--- src/rtl/decode_stage_pkg.sv ---
// -----------------------------------------------------------------------------
// decode_stage_pkg
//   Shared types and constants for the decode stage.
//   - InstructionType : immediate format class of a decoded instruction.
//                       INST_TYPE_I is encoded as 0 so a cleared entry reads
//                       as type I.
//   - OPC_* / F3_*    : RV32I opcode and funct3 constants used by the decoder.
//   - skid_state_e    : occupancy of the main/skid register pair.
//   - decoded_t       : one decoded entry as held in the main or skid register.
//   - funct3_illegal  : funct3 legality check for opcodes with reserved funct3.
// -----------------------------------------------------------------------------
package decode_stage_pkg;

  typedef enum logic [2:0] {
    INST_TYPE_I = 3'd0,
    INST_TYPE_S = 3'd1,
    INST_TYPE_B = 3'd2,
    INST_TYPE_U = 3'd3,
    INST_TYPE_J = 3'd4,
    INST_TYPE_R = 3'd5
  } InstructionType;

  localparam logic [6:0] OPC_LUI      = 7'b0110111;
  localparam logic [6:0] OPC_AUIPC    = 7'b0010111;
  localparam logic [6:0] OPC_JAL      = 7'b1101111;
  localparam logic [6:0] OPC_JALR     = 7'b1100111;
  localparam logic [6:0] OPC_BRANCH   = 7'b1100011;
  localparam logic [6:0] OPC_LOAD     = 7'b0000011;
  localparam logic [6:0] OPC_STORE    = 7'b0100011;
  localparam logic [6:0] OPC_OP_IMM   = 7'b0010011;
  localparam logic [6:0] OPC_OP       = 7'b0110011;
  localparam logic [6:0] OPC_MISC_MEM = 7'b0001111;
  localparam logic [6:0] OPC_SYSTEM   = 7'b1110011;

  // Reserved funct3 encodings
  localparam logic [2:0] F3_BRANCH_RSV0 = 3'b010;
  localparam logic [2:0] F3_BRANCH_RSV1 = 3'b011;
  localparam logic [2:0] F3_LOAD_RSV0   = 3'b011;
  localparam logic [2:0] F3_LOAD_RSV1   = 3'b110;
  localparam logic [2:0] F3_LOAD_RSV2   = 3'b111;
  localparam logic [2:0] F3_STORE_MAX   = 3'b010; // SB/SH/SW only
  localparam logic [2:0] F3_JALR        = 3'b000;

  typedef enum logic [1:0] {
    ST_EMPTY = 2'd0,
    ST_ONE   = 2'd1,
    ST_TWO   = 2'd2
  } skid_state_e;

  typedef struct packed {
    InstructionType inst_type;
    logic [31:0]    imm;
    logic [4:0]     rs1;
    logic [4:0]     rs2;
    logic [4:0]     rd;
    logic [2:0]     funct3;
    logic [6:0]     funct7;
    logic [31:0]    pc;
    logic           illegal;
  } decoded_t;

  localparam decoded_t DECODED_RESET = '0;

  function automatic logic funct3_illegal(input logic [6:0] opcode,
                                          input logic [2:0] funct3);
    logic bad;
    bad = 1'b0;
    case (opcode)
      OPC_BRANCH: bad = (funct3 == F3_BRANCH_RSV0) || (funct3 == F3_BRANCH_RSV1);
      OPC_LOAD:   bad = (funct3 == F3_LOAD_RSV0) || (funct3 == F3_LOAD_RSV1) ||
                        (funct3 == F3_LOAD_RSV2);
      OPC_STORE:  bad = (funct3 > F3_STORE_MAX);
      OPC_JALR:   bad = (funct3 != F3_JALR);
      default:    bad = 1'b0;
    endcase
    return bad;
  endfunction

endpackage

--- src/rtl/decode_stage_imm_gen.sv ---
// -----------------------------------------------------------------------------
// ImmGenSubmodule
//   Combinational RV32I immediate generator.
//   Ports:
//     inst_type (in,  InstructionType) format selected by the opcode decoder
//     inst_hi   (in,  25)              instruction bits [31:7]
//     imm       (out, 32)              sign-extended immediate; 0 for R type
// -----------------------------------------------------------------------------
module ImmGenSubmodule
  import decode_stage_pkg::*;
(
  input  InstructionType inst_type,
  input  logic [31:7]    inst_hi,
  output logic [31:0]    imm
);

  always_comb begin
    imm = 32'd0;
    case (inst_type)
      INST_TYPE_I: imm = {{20{inst_hi[31]}}, inst_hi[31:20]};
      INST_TYPE_S: imm = {{20{inst_hi[31]}}, inst_hi[31:25], inst_hi[11:7]};
      INST_TYPE_B: imm = {{19{inst_hi[31]}}, inst_hi[31], inst_hi[7],
                          inst_hi[30:25], inst_hi[11:8], 1'b0};
      INST_TYPE_U: imm = {inst_hi[31:12], 12'd0};
      INST_TYPE_J: imm = {{11{inst_hi[31]}}, inst_hi[31], inst_hi[19:12],
                          inst_hi[20], inst_hi[30:21], 1'b0};
      INST_TYPE_R: imm = 32'd0;
      default:     imm = 32'd0;
    endcase
  end

endmodule

--- src/rtl/decode_stage.sv ---
// -----------------------------------------------------------------------------
// decode_stage
//   RV32I decode stage with a two-entry (main + skid) output buffer.
//   Instructions are fully decoded on the input side and the decoded fields
//   are stored, so outputs come straight from the main register.
//
//   Handshake: a transfer happens on a side in any cycle where its valid and
//   ready are both high; valid never depends on ready, inReady is decoded from
//   the registered state only, and a presented entry stays unchanged until it
//   is taken (outValid && outReady).
//
//   Ports:
//     clk, rstN            clock, asynchronous active-low reset
//     inValid/inReady      fetch-side handshake
//     inInst, inPc         raw instruction and its address
//     outValid/outReady    execute-side handshake
//     outInstructionType   immediate format class
//     outImm               sign-extended immediate
//     outRs1/Rs2/Rd        register fields, passed through for every type
//     outFunct3/outFunct7  function fields, passed through for every type
//     outPc                instruction address
//     outIllegal           unsupported encoding (flows as a normal entry)
//     flush                drop all held entries and any same-cycle input
//     dbgState             current buffer occupancy (EMPTY/ONE/TWO)
// -----------------------------------------------------------------------------
module decode_stage
  import decode_stage_pkg::*;
#(
  parameter bit CHECK_FUNCT = 1'b1
) (
  input  logic           clk,
  input  logic           rstN,
  input  logic           inValid,
  output logic           inReady,
  input  logic [31:0]    inInst,
  input  logic [31:0]    inPc,
  output logic           outValid,
  input  logic           outReady,
  output InstructionType outInstructionType,
  output logic [31:0]    outImm,
  output logic [4:0]     outRs1,
  output logic [4:0]     outRs2,
  output logic [4:0]     outRd,
  output logic [2:0]     outFunct3,
  output logic [6:0]     outFunct7,
  output logic [31:0]    outPc,
  output logic           outIllegal,
  input  logic           flush,
  output skid_state_e    dbgState
);

  // ---------------------------------------------------------------------------
  // Input-side decode
  // ---------------------------------------------------------------------------
  logic [6:0]     opcode;
  logic [2:0]     funct3;
  InstructionType dec_type;
  logic           dec_illegal;
  logic [31:0]    dec_imm;
  decoded_t       dec_entry;

  assign opcode = inInst[6:0];
  assign funct3 = inInst[14:12];

  always_comb begin
    dec_type    = INST_TYPE_I;
    dec_illegal = 1'b0;
    case (opcode)
      OPC_LUI, OPC_AUIPC: dec_type = INST_TYPE_U;
      OPC_JAL:            dec_type = INST_TYPE_J;
      OPC_BRANCH:         dec_type = INST_TYPE_B;
      OPC_STORE:          dec_type = INST_TYPE_S;
      OPC_OP:             dec_type = INST_TYPE_R;
      OPC_JALR, OPC_LOAD, OPC_OP_IMM, OPC_MISC_MEM, OPC_SYSTEM:
                          dec_type = INST_TYPE_I;
      default: begin
        // Unknown opcode: mark illegal, keep type I
        dec_type    = INST_TYPE_I;
        dec_illegal = 1'b1;
      end
    endcase
    if (CHECK_FUNCT && funct3_illegal(opcode, funct3)) begin
      dec_illegal = 1'b1;
    end
  end

  ImmGenSubmodule u_imm_gen (
    .inst_type (dec_type),
    .inst_hi   (inInst[31:7]),
    .imm       (dec_imm)
  );

  always_comb begin
    dec_entry           = DECODED_RESET;
    dec_entry.inst_type = dec_type;
    dec_entry.imm       = dec_imm;
    dec_entry.rs1       = inInst[19:15];
    dec_entry.rs2       = inInst[24:20];
    dec_entry.rd        = inInst[11:7];
    dec_entry.funct3    = inInst[14:12];
    dec_entry.funct7    = inInst[31:25];
    dec_entry.pc        = inPc;
    dec_entry.illegal   = dec_illegal;
  end

  // ---------------------------------------------------------------------------
  // Main + skid buffer
  // ---------------------------------------------------------------------------
  skid_state_e state_q, state_d;
  decoded_t    main_q, main_d;
  decoded_t    skid_q, skid_d;
  logic        in_xfer;
  logic        out_xfer;

  assign inReady  = (state_q != ST_TWO);
  assign outValid = (state_q != ST_EMPTY);
  assign in_xfer  = inValid && inReady;
  assign out_xfer = outValid && outReady;

  always_comb begin
    state_d = state_q;
    main_d  = main_q;
    skid_d  = skid_q;
    if (flush) begin
      // Flush wins over everything, including an input offered this cycle.
      state_d = ST_EMPTY;
    end else begin
      case (state_q)
        ST_EMPTY: begin
          if (in_xfer) begin
            main_d  = dec_entry;
            state_d = ST_ONE;
          end
        end
        ST_ONE: begin
          if (in_xfer && out_xfer) begin
            main_d = dec_entry;
          end else if (in_xfer) begin
            // Main is held by a stalled consumer; park the newcomer.
            skid_d  = dec_entry;
            state_d = ST_TWO;
          end else if (out_xfer) begin
            state_d = ST_EMPTY;
          end
        end
        ST_TWO: begin
          // inReady is low here, so only the output side can move.
          if (out_xfer) begin
            main_d  = skid_q;
            state_d = ST_ONE;
          end
        end
        default: state_d = ST_EMPTY;
      endcase
    end
  end

  always_ff @(posedge clk or negedge rstN) begin
    if (!rstN) begin
      state_q <= ST_EMPTY;
      main_q  <= DECODED_RESET;
      skid_q  <= DECODED_RESET;
    end else begin
      state_q <= state_d;
      main_q  <= main_d;
      skid_q  <= skid_d;
    end
  end

  // ---------------------------------------------------------------------------
  // Outputs come directly from the main register
  // ---------------------------------------------------------------------------
  assign outInstructionType = main_q.inst_type;
  assign outImm             = main_q.imm;
  assign outRs1             = main_q.rs1;
  assign outRs2             = main_q.rs2;
  assign outRd              = main_q.rd;
  assign outFunct3          = main_q.funct3;
  assign outFunct7          = main_q.funct7;
  assign outPc              = main_q.pc;
  assign outIllegal         = main_q.illegal;
  assign dbgState           = state_q;

endmodule

--- config.mk ---
export PLATFORM = sky130hd
export DESIGN_NAME = decode_stage
export DESIGN_NICKNAME = d
export VERILOG_FILES = /design/src/rtl/decode_stage_pkg.sv /design/src/rtl/decode_stage_imm_gen.sv /design/src/rtl/decode_stage.sv
export SDC_FILE = /design/constraint.sdc
export NUM_CORES = 1
export LEC_CHECK = 0
export BUFFER_PORTS_ARGS = -buffer_cell sky130_fd_sc_hd__buf_2
export CAP_MARGIN = 40
export CORE_ASPECT_RATIO = 2
export CORE_MARGIN = 2
export CORE_UTILIZATION = 30
export DETAILED_ROUTE_END_ITERATION = 10
export PLACE_DENSITY = 0.55
export SYNTH_ARGS = -nofsm -noshare
export SYNTH_HDL_FRONTEND = slang
export SYNTH_HIERARCHICAL = 1
export SYNTH_SLANG_ARGS = --single-unit
--- constraint.sdc ---
create_clock -name clk -period 1.9 [get_ports clk]
set_input_delay 0.19 -clock clk [delete_from_list [all_inputs] [get_ports clk]]
set_output_delay 0.19 -clock clk [all_outputs]
set_load 0.05 [all_outputs]
Word level (Yosys, flattened, before mapping)
Cells that the tools add are included.
- output and inout port bits: 97
- bits of input ports: 69
- flip-flop bits (word level): 188
- word-level logic and storage cells: 83
- magnitude comparators: 1
- mux-type cells: 16
- equal/unequal tests: 29
- reduce and logical (&&, ||, !) cells: 16
- bitwise operators: 2
- operators by type and width (cell ; number):
    two-way mux 93 bit ; 3
    case mux 93 bit (3 select lines) ; 1
    case mux 32 bit (5 select lines) ; 1
    equality test 7 bit (second input constant) ; 4
    equality test 7 x 6 -> 1 bit (second input constant) ; 3
    case mux 3 bit (5 select lines) ; 1
    equality test 7 x 5 -> 1 bit (second input constant) ; 2
    equality test 3 x 2 -> 1 bit (second input constant) ; 4
    two-way mux 2 bit ; 6
    OR reduction 11 bit ; 1
    equality test 3 bit (second input constant) ; 3
    != test 3 bit (second input constant) ; 3
    != test 2 bit (second input constant) ; 4
    AND reduction 4 bit ; 2
    equality test 7 x 2 -> 1 bit (second input constant) ; 1
    equality test 7 x 4 -> 1 bit (second input constant) ; 1
    case mux 2 bit (3 select lines) ; 1
    nonzero test 3 bit ; 2
    AND reduction 5 bit ; 1
    != test 4 bit (second input constant) ; 1
    case mux 1 bit (4 select lines) ; 1
    equality test 3 x 1 -> 1 bit (second input constant) ; 1
    > comparator 3 x 2 -> 1 bit (second input constant) ; 1
    logical AND 1 bit ; 3
    9 further kinds ; 13

Logic depth before layout (Yosys ltp)
- word-level depth: 7
- depth in mapped cells: 11
- gate-level depth less buffers: 8

Modules after synthesis
Netlist, hierarchy kept.
- by module, submodules not included (module ; times used ; cells each ; area each (µm²)):
    decode_stage ; 1 ; 649 ; 8046.5
    ImmGenSubmodule ; 1 ; 94 ; 540.5

Worst setup path before layout
OpenSTA, ideal clock, no wires.
- path kind: input to register
- start point: input port inInst[2]
- end point: register skid_q[69] (netlist bit)
- arrival: 1.912 ns
- path buffers: 3
- cell stages on the path: 10
- path slack: -0.137 ns
- required time: 1.775 ns
- path through: clkbuf_2 > nor2b_1 > a21oi_1 > nor4_1 > buf_2 > nor2b_1 > buf_2 > a21oi_1 > o32ai_1 > mux2_2
- longest elaborated chain between the ends: 5
- elaborated cells between the ends (all ways): 14
- those cells by class: eq/ne: 10; mux: 2; reduce/logical: 2
- RTL lines (what ; line ; text):
    start, declared ; decode_stage.sv:35 ; input logic [31:0] inInst,
    equality test 7 x 6 -> 1 bit or equality test 7 x 5 -> 1 bit (tied branches) ; decode_stage.sv:68 ; case (opcode)
    OR reduction 2 bit ; decode_stage.sv:68 ;
    case mux 3 bit (5 select lines) * ; decode_stage.sv:68 ;
    via dec_type[0] ; decode_stage.sv:57 ; InstructionType dec_type;
    equality test 3 bit, or another cell as far along ; decode_stage_imm_gen.sv:19 ; case (inst_type)
    case mux 32 bit (5 select lines) * ; decode_stage_imm_gen.sv:19 ;
    via dec_imm[11] ; decode_stage.sv:59 ; logic [31:0] dec_imm;
    end signal, assigned ; decode_stage.sv:166 ; skid_q <= skid_d;
    end, declared ; decode_stage.sv:111 ; decoded_t skid_q, skid_d;
Mark *: on every way through the listed nets, which the timed path passes. The rest lies on a longest branch.
A chain may end at the register's enable or synchronous reset.

Final worst setup path
- start point: register state_q[1], in the netlist dbgState[1]
- end point: register state_q[1], in the netlist dbgState[1]
- longest elaborated chain between the ends: 6
- elaborated cells between the ends (all ways): 17
- those cells by class: eq/ne: 7; mux: 4; reduce/logical: 6
- RTL lines (what ; line ; text):
    start, declared ; decode_stage.sv:109 ; skid_state_e state_q, state_d;
    start signal, assigned ; decode_stage.sv:164 ; state_q <= state_d;
    != test 2 bit ; decode_stage.sv:115 ; assign inReady = (state_q != ST_TWO);
    logical AND 1 bit ; decode_stage.sv:117 ; assign in_xfer = inValid && inReady;
    two-way mux 2 bit ; decode_stage.sv:138 ; end else if (in_xfer) begin
    two-way mux 2 bit ; decode_stage.sv:136 ; if (in_xfer && out_xfer) begin
    case mux 2 bit (3 select lines) ; decode_stage.sv:128 ; case (state_q)
    two-way mux 2 bit ; decode_stage.sv:124 ; if (flush) begin
Parallel ways exist; a longest one is shown, timed or not. The select of a mux whose other input is x is not followed.

==> impl_metrics.csv <==
group,metric,value,unit
routing,drt-pass1-iter-count,4,
synth,ys_seq_area_share,54.8,%
clock_network,clk_path_buf_depth,2,
die,start_util,30.5,%
status,outcome,"complete, no violations",
global_routing,grt_pass1_wl,35.7,mm
clock_network,htreeDepth,4,
routing,wl_per_cell,17.5,µm
finish,fillers,2775,
synth,synth_area,8590,µm²
sta,final_hold_viol_count,0,
power,combPwrFrac,25.9,%
worst_hold_path,min_path_cells,2,
sta,max_freq,571,MHz
global_routing,first_global_vias,6365,
finish,syn_to_final_growth,29.5,%
synth,synth_ff_type,"dfrtp_1",
sta,fin_crit,1750,ps
sta,finalMaxSlewViolations,0,
worst_hold_path,hp-start,"inPc[3]",
power,pwr-share-seq,43.1,%
die,row_count,87,
sta,finalSetupTns,0,ps
sta,max_slew_margin,66.3,%
power,p_sw_share,33.7,%
synth,synth_area_leader_cell,"dfrtp_1",
finish,finalNonFillerCells,1332,
routing,viasPerCell,4.64,
synth,synth_fp_nets,812,
place,place.gp.congestion,0.760,
sta,grt_setup_unrepaired,"no",
die,ios,166,
setup_path,endpoint_kind,"flip-flop",
synth,synth_edf_count,0,
clock_network,path_clk_slew,70,ps
finish,drive_gt1_share,36.8,%
setup_path,reg2reg_depth,5,
setup_path,critical_path.max_fanout,24,
sta,setup_viol,0,
finish,register_area,4700,µm²
job,max-cap-violations,0,
global_routing,grt.total_usage,16.1,%
clock_network,clk-insertion-delay-late,450,ps
place,dpl.cell_count,1264,
global_routing,grt_antenna_before_repair,0,
synth,postSynthCellCount,743,
setup_path,path_class,"flip-flop to flip-flop",
synth,synth_top_area_share,54.8,%
power,p_int,8240,µW
routing,vias,6175,
routing,drt_iter0_markers,227,
setup_path,start_kind,"flip-flop",
sta,fin_skew,7.07,ps
place,hpwlAfterDp,16.5,mm
synth,synth_cell_type_count,37,
global_routing,grt_max_degree,83,
die,core-area,28200,µm²
sta,worst_pin_slew,504,ps
worst_hold_path,hold_path_class,"input pin to flip-flop",
setup_path,required,2290,ps
power,ir_drop,0.687,mV
power,power,12400,µW
synth,ys_warn_count,6,
synth,async_flop_share,100,%
clock_network,cts.sinks,188,
setup_path,ff2ff_setup_slack,150,ps
routing,ant_nets,0,
finish,multi_input_area,3540,µm²
clock_network,cts_tree,"built",
setup_path,worstReg2RegStart,"dbgState[1]",
synth,synthTopCellsByArea,"dfrtp_1, mux2_2, mux2i_1, nand2_1, o21ai_0",
sta,min_period_over_period,92.1,%
power,p_leak,0.00508,µW
routing,drt_wl_total,23.3,mm
synth,avgSynthCellArea,11.6,µm²
power,power_density,1120,nW/µm²
power,switchingPower,4180,µW
finish,final_nets,1034,
worst_hold_path,hold_end,"skid_q[4]",
die,die_y,243,µm
global_routing,grt-ovfl-total,0,
clock_network,root_buffer,"clkbuf_16",
routing,drc,0,
setup_path,critPathLaunch,"dbgState[1]",
clock_network,numCtsBuffers,17,
setup_path,cp_data_arrival_time,2140,ps
finish,design_area,11100,µm²
die,die_area,30100,µm²
place,port_buffers,165,
power,clkPwrFrac,31.0,%
finish,diodes,0,
synth,synth_seq_cells,188,
die,die_x,124,µm
place,placed_area,10100,µm²
setup_path,reg2reg_to,"dbgState[1]",
==> sequential cells by signal (all words and copies together), names as in the netlist <==
| name | cells |
|---|---|
| outRs1 | 5 |
| outImm | 32 |
| dbgState | 2 |
| outInstructionType | 3 |
| outRs2 | 5 |
| outFunct3 | 3 |
| outPc | 32 |
| outIllegal | 1 |
| skid_q | 93 |
| outRd | 5 |
| outFunct7 | 7 |
==> cells in the final DEF (no fill, tap or decap), drive strengths merged <==
master / count
and3b: 1
clkinv: 2
maj3: 1
a31oi: 2
a221o: 1
and2: 3
nor4b: 1
mux2: 96
dfrtp: 188
nor4: 1
o21ai: 96
clkinvlp: 2
o21bai: 2
inv: 9
nor3: 7
o22ai: 12
nor2b: 10
mux2i: 95
nand2: 120
a2bb2oi: 1
nand2b: 8
nand3: 1
or2: 2
clkbuf: 22
bufinv: 4
o211ai: 1
and2b: 3
o32ai: 1
dlygate4sd3: 35
buf: 220
a21oi: 22
nor2: 7
==> final cells by class <==
cell class / instances / share of cell area [%]
clock buffers: 21 / 4.14
well taps: 356 / 4.00
inverters: 8 / 0.281
multi-input cells: 494 / 31.8
flip-flops and latches: 188 / 42.3
repair buffers: 256 / 16.0
clock inverters: 9 / 1.45
==> worst max-delay path, stage by stage (launching register included) <==
cell	delay, ps
dfrtp_1	460
and2b_4	250
buf_12	220
a21oi_1	60
nor3_1	130
dlygate4sd3_1	570
==> cells by family after synthesis <==
kind of cell               share of synthesized area, %
muxes                                              23.7
DFF                                                54.8
and+or+nand+nor                                    8.38
AOI/OAI and AO/OA                                  8.61
buffers and inverters                              4.43
adders and majority gates                         0.131
==> power by group through the flow <==
| stage | combinational [µW] | clock, µW | sequential, µW |
|---|---|---|---|
| final | 3210 | 3860 | 5360 |
| after floorplan | 1070 | 0 | 6560 |
| after CTS | 3270 | 4010 | 5360 |
| after global routing | 3460 | 4140 | 5460 |
| after global placement | 3170 | 0 | 5390 |
| after detailed placement | 3210 | 0 | 5440 |
==> stage by stage <==
| stage | setup slack (ps) | util [%] | hold slack, ps |
|---|---|---|---|
| after floorplan | -1.56 | - | -106 |
| after detailed placement | -182 | 35.9 | 163 |
| after CTS | 37.3 | 39.4 | 3.05 |
| after global routing | 61.0 | 39.5 | 14.8 |
| after global placement | -180 | 35.9 | 156 |
| final | 150 | 39.5 | 29.0 |
==> worst max path at each step <==
stage                              to  slack [ps]
after detailed placement   outImm[15]        -180
after global placement      outImm[1]        -180
after global routing      dbgState[1]          60
after CTS                     inReady          40
after floorplan            skid_q[78]          -2
final                     dbgState[1]         150
==> synthesized netlist by cell type, types with 2 or more instances <==
cell and n:
dfrtp_1 188, nand2_1 120, mux2_2 96, mux2i_1 95, o21ai_0 71, o21ai_1 25, buf_2 24, a21oi_1 22
buf_6 16, clkbuf_1 12, o22ai_1 12, nor2b_1 9, inv_1 7, nand2b_1 7, nor3_1 7, nor2_1 6
and2b_1 3, a31oi_1 2, and2_1 2, or2_2 2
==> metal layers <==
layer	GRT usage, %	up-vias	routed length (µm)
met2	29.2	114	12900
met3	3.35	29	764
met1	17.3	3018	8820
li1	-	3014	-
met4	7.62	0	786
met5	0	-	0
==> repair_timing <==
item                                   in CTS  in global routing
endpoints found under the hold margin      71                  0
buffers inserted                            0                  3
hold buffers                               35                  0
setup endpoints to repair                   1                  1
pin swaps                                   0                  0
gates resized for setup                     1                  0
No activity file was read; power rests on OpenSTA's default activity.
